==> src/rtl/systolic_seq_ctrl.sv <==
// Sequencer for an N x N output-stationary systolic MAC array.
// Sequence: clear the PEs, feed skewed operand lanes, let the wavefront
// drain, then stream the N*N results out row-major over valid/ready.
// Handshake: a result is transferred in a cycle where res_valid and
// res_ready are both high; res_valid never drops and rd_row/rd_col never
// change while a presented result is waiting for res_ready.
module systolic_seq_ctrl #(
    parameter int N = 4,
    parameter int K = 4
) (
    input  logic           clk,
    input  logic           rst,
    input  logic           start,
    output logic           busy,
    output logic           done,
    output logic           pe_clr_n,
    output logic [N-1:0]   feed_en,
    output logic [8*N-1:0] feed_idx,
    output logic [7:0]     rd_row,
    output logic [7:0]     rd_col,
    output logic           res_valid,
    input  logic           res_ready
);

    // t counts from the first feed cycle up to the end of the drain,
    // so it must hold K+2N-3 (at most 284) without overflow.
    localparam int TW = 9;
    localparam logic [TW-1:0] FEED_LAST  = TW'(K + N - 2);
    localparam logic [TW-1:0] DRAIN_LAST = TW'(K + 2 * N - 3);
    localparam logic [7:0]    LAST_IDX   = 8'(N - 1);

    typedef enum logic [2:0] {
        S_IDLE,
        S_CLEAR,
        S_FEED,
        S_DRAIN,
        S_READ
    } state_t;

    state_t        state_q, state_d;
    logic [TW-1:0] t_q, t_d;
    logic [7:0]    row_q, row_d;
    logic [7:0]    col_q, col_d;
    logic          done_q, done_d;

    // Next-state and counter logic for the whole sequence.
    always_comb begin
        state_d = state_q;
        t_d     = t_q;
        row_d   = row_q;
        col_d   = col_q;
        done_d  = 1'b0;
        case (state_q)
            S_IDLE: begin
                if (start) begin
                    state_d = S_CLEAR;
                end
            end
            S_CLEAR: begin
                state_d = S_FEED;
                t_d     = '0;
            end
            S_FEED: begin
                if (t_q == FEED_LAST) begin
                    state_d = S_DRAIN;
                end
                t_d = t_q + 1'b1;
            end
            S_DRAIN: begin
                if (t_q == DRAIN_LAST) begin
                    state_d = S_READ;
                    t_d     = '0;
                    row_d   = '0;
                    col_d   = '0;
                end else begin
                    t_d = t_q + 1'b1;
                end
            end
            S_READ: begin
                if (res_ready) begin
                    if (col_q == LAST_IDX) begin
                        col_d = '0;
                        if (row_q == LAST_IDX) begin
                            state_d = S_IDLE;
                            row_d   = '0;
                            done_d  = 1'b1;
                        end else begin
                            row_d = row_q + 1'b1;
                        end
                    end else begin
                        col_d = col_q + 1'b1;
                    end
                end
            end
            default: begin
                state_d = S_IDLE;
            end
        endcase
    end

    // State and counter registers with synchronous reset.
    always_ff @(posedge clk) begin
        if (rst) begin
            state_q <= S_IDLE;
            t_q     <= '0;
            row_q   <= '0;
            col_q   <= '0;
            done_q  <= 1'b0;
        end else begin
            state_q <= state_d;
            t_q     <= t_d;
            row_q   <= row_d;
            col_q   <= col_d;
            done_q  <= done_d;
        end
    end

    // Output decode from registered state; rst forces the reset values.
    always_comb begin
        busy      = !rst && (state_q != S_IDLE);
        done      = !rst && done_q;
        pe_clr_n  = !rst && (state_q != S_CLEAR);
        res_valid = !rst && (state_q == S_READ);
        rd_row    = rst ? 8'd0 : row_q;
        rd_col    = rst ? 8'd0 : col_q;
        feed_en   = '0;
        feed_idx  = '0;
        for (int i = 0; i < N; i++) begin
            // Lane i is live for K cycles starting at t = i.
            if (!rst && (state_q == S_FEED) &&
                (t_q >= TW'(i)) && (t_q <= TW'(i + K - 1))) begin
                feed_en[i]        = 1'b1;
                feed_idx[8*i +: 8] = 8'(t_q - TW'(i));
            end
        end
    end

endmodule

==> config.mk <==
export PLATFORM = sky130hd
export DESIGN_NAME = systolic_seq_ctrl
export DESIGN_NICKNAME = d
export VERILOG_FILES = /design/src/rtl/systolic_seq_ctrl.sv
export SDC_FILE = /design/constraint.sdc
export NUM_CORES = 1
export LEC_CHECK = 0
export ABC_AREA = 1
export CAP_MARGIN = 25
export CORE_ASPECT_RATIO = 1.1
export CORE_MARGIN = 1
export CORE_UTILIZATION = 64
export DETAILED_ROUTE_END_ITERATION = 16
export DONT_BUFFER_PORTS = 1
export PLACE_DENSITY = 0.78
export SETUP_SLACK_MARGIN = 0.2
export SKIP_CTS_REPAIR_TIMING = 1
export SKIP_LAST_GASP = 1
export SLEW_MARGIN = 20
export SYNTH_ARGS = -nofsm -noshare
export SYNTH_HDL_FRONTEND = slang
export SYNTH_SLANG_ARGS = --single-unit
export TNS_END_PERCENT = 1
==> constraint.sdc <==
create_clock -name clk -period 2.3 [get_ports clk]
set_input_delay 0.46 -clock clk [delete_from_list [all_inputs] [get_ports clk]]
set_output_delay 0.46 -clock clk [all_outputs]
set_load 0.02 [all_outputs]
==> results_dict.tcl <==
set metrics [dict create \
    status "complete, but fails checks" \
    violations "negative setup slack" \
    ir_worst_vdd_mv 0.471 \
    area_growth_pct 29.6 \
    power.density_nw_per_um2 780 \
    post-synth-top-count-cell "nand2_1" \
    synth_cell_types 41 \
    worstSetupPathType "register to output port" \
    crit_arrival_ns 1.90 \
    synth-xor-area-share_pct 5.30 \
    drc 0 \
    root_buffer "clkbuf_8" \
    syn_inst 415 \
    routed_wl_mm 9.49 \
    p_comb_share_pct 59.2 \
    initial_core_util_pct 66.7 \
    dp_cells 471 \
    synthTopCellsByArea "dfxtp_1 22%, nand2_1 12%, nor2_1 11%, inv_1 7.1%, nand3_1 5.5%" \
    first_iter_violations 421 \
    stdcell_area_um2 3430 \
    power.internal_mw 1.33 \
    finalClockSkew_ns 0.00969 \
    place_hpwl_mm 4.66 \
    ioPinCount 60 \
    min_path_type "input port to register" \
    maxCapViolCount 0 \
    cts_buffers 5 \
    viasPerCell 6.14 \
    fillers 221 \
    worstHoldStart "rst" \
    drtPass1Iterations 7 \
    power_frac_clock_pct 16.6 \
    async_reset_ff_share_pct 0 \
    synth_seq_area_share_pct 21.9 \
    slew_headroom_pct 46.7 \
    worstReg2RegStart "t_q[1]" \
    antenna_found_initial 0 \
    clkSinkCount 29 \
    sw_frac_of_total_pct 50.1 \
    yosys_warnings 0 \
    finalCritPeriodShare_pct 103 \
    clk_latency_ns 0.29 \
    row_count 24 \
    worst_path_max_delay_cell "dfxtp_2" \
    p_switching_mw 1.34 \
    syn_avg_cell_area_um2 6.37 \
    grt.overflow.total 0 \
    n_antenna_cell 0 \
    cp-start-kind "register" \
    ys_seq_elements 29 \
    leakagePower_nw 1.60 \
    ant_nets 0 \
    grt_max_degree 32 \
    fp.dieH_um 69.4 \
    syn_area_um2 2650 \
    via_count 3114 \
    wl_per_cell_um 18.7 \
    fmax_mhz 423 \
    hold_viol 0 \
    crit_path_start "t_q[8]" \
    place_ws_ns 0.170 \
    synth_common_cells "85 x nand2_1, 78 x nor2_1, 50 x inv_1" \
    clk_pin_slew_worst_paths_ns 0.07 \
    cpPeakStageDelay_ns 0.36 \
    cp-end-kind "output port" \
    min_period_ns 2.36 \
    synth_top_cell_by_area "dfxtp_1" \
    cts_max_level 2 \
    io_buffer_count 0 \
    core_area_um2 3960 \
    cpMostUsedCell "nand2_2" \
    num-nets-final 470 \
    path_max_fanout 4 \
    grt_use_met1_pct 32.9 \
    cts_buffer_depth 2 \
    ys.flop_type "dfxtp_1" \
    synthSimpleGateAreaFrac_pct 45.5 \
    met3_usage_pct 4.28 \
    track_usage_pct 29.0 \
    crit_chain "nor2_2 > nand2_2 > inv_2 > nand3_2 > a21oi_2 > inv_1 > nand2_1 > nand2_2 > nor2_4" \
    die_width_um 63.3 \
    synth_top_family_by_area "simple AND/OR/NAND/NOR gates" \
    met2_usage_pct 52.6 \
    worstMarginPinSlew_ns 0.794 \
    finalSetupViolations 12 \
    gr-max-usage-layer "met2" \
    p_seq_share_pct 24.3 \
    synth-edff-count 0 \
    grt_pass1_wl_mm 10.3 \
    synth_top_area_share_pct 21.9 \
    stdcell_count 507 \
    drive_gt1_share_pct 35.8 \
    die_area_um2 4390 \
    gp_congestion 0.960 \
    rsz0062_at_grt "true" \
    slew_viol_final 0 \
    timing.final.ws_setup_ns -0.0647 \
    grt_pass1_vias 2364 \
    critical_path_required_ns 1.84 \
    place_area_um2 2740 \
    muxShareOfSynthArea_pct 0 \
    synth-compound-area-share_pct 9.89 \
    cts_tree "built" \
    synth_adder_area_share_pct 5.20 \
]
[kinds of logic after synthesis]
group,after synthesis
adders and majority gates,11
DFF,29
buffers and inverters,73
other,1
xor gates and xnor gates,16
and+or+nand+nor,246
AOI/OAI and AO/OA,39
[layer usage]
layer	vias up	share of wire, %
met2	262	47
met5	-	0
met3	89	9.7
met1	1389	35
li1	1374	-
met4	0	8.3
[metrics by stage]
stage          utilization (%)  hold WS (ns)  TNS (ns)  total power, mW
2_1_floorplan                -         0.454         0             1.55
3_5_place_dp              69.1         0.470         0             1.74
3_3_place_gp              69.1         0.461         0             1.72
6_report                  86.5         0.218    -0.231             2.67
5_1_grt                   86.5         0.222     -2.34             2.79
4_1_cts                   71.2         0.231     -2.12             2.18
[worst paths after layout]
kind | slack [ns] | cells after the start | endpoint
max | -0.06 | 9 | feed_idx[0]
max reg2reg | 0.39 | 10 | t_q[8]
min | 0.22 | 1 | state_q[0]
min reg2reg | 0.48 | 2 | col_q[4]
[placed cells by master, fill, tap and decap left out, types with 12 or more instances in the layout]
| cell | n |
|---|---|
| buf_4 | 36 |
| nand3_1 | 25 |
| nor2_1 | 57 |
| a21oi_1 | 14 |
| dfxtp_1 | 18 |
| xor2_1 | 12 |
| nor2_4 | 25 |
| inv_1 | 43 |
| nand2_1 | 79 |
| nand2_2 | 13 |
[state kept, by name, summed over array words and instances, names as in the netlist]
signal   count
t_q          9
col_q        8
row_q        8
state_q      3
done_q       1
[worst max-delay path, delay by kind of cell, from the launching register on]
| kind | cells | cell delay [ns] |
|---|---|---|
| and+or+nand+nor | 6 | 0.86 |
| DFF | 1 | 0.36 |
| AOI/OAI and AO/OA | 1 | 0.20 |
| buffers and inverters | 2 | 0.18 |
[power by group through the flow]
stage / sequential, mW / combinational [mW] / clock (mW)
after floorplan: 0.620 / 0.928 / 0
after global placement: 0.647 / 1.07 / 0
after detailed placement: 0.649 / 1.09 / 0
after CTS: 0.638 / 1.10 / 0.436
after global routing: 0.650 / 1.69 / 0.455
final: 0.648 / 1.58 / 0.443
[area by class of cell]
| class | count | area (um2) | share of cell area (%) |
|---|---|---|---|
| Clock buffer | 7 | 86.3 | 2.52 |
| Inverter | 59 | 240 | 7.01 |
| Multi-Input combinational cell | 320 | 2090 | 61.1 |
| Sequential cell | 29 | 604 | 17.6 |
| Tap cell | 52 | 65.1 | 1.90 |
| Timing Repair Buffer | 40 | 338 | 9.86 |
(Power assumes the default switching activity.)
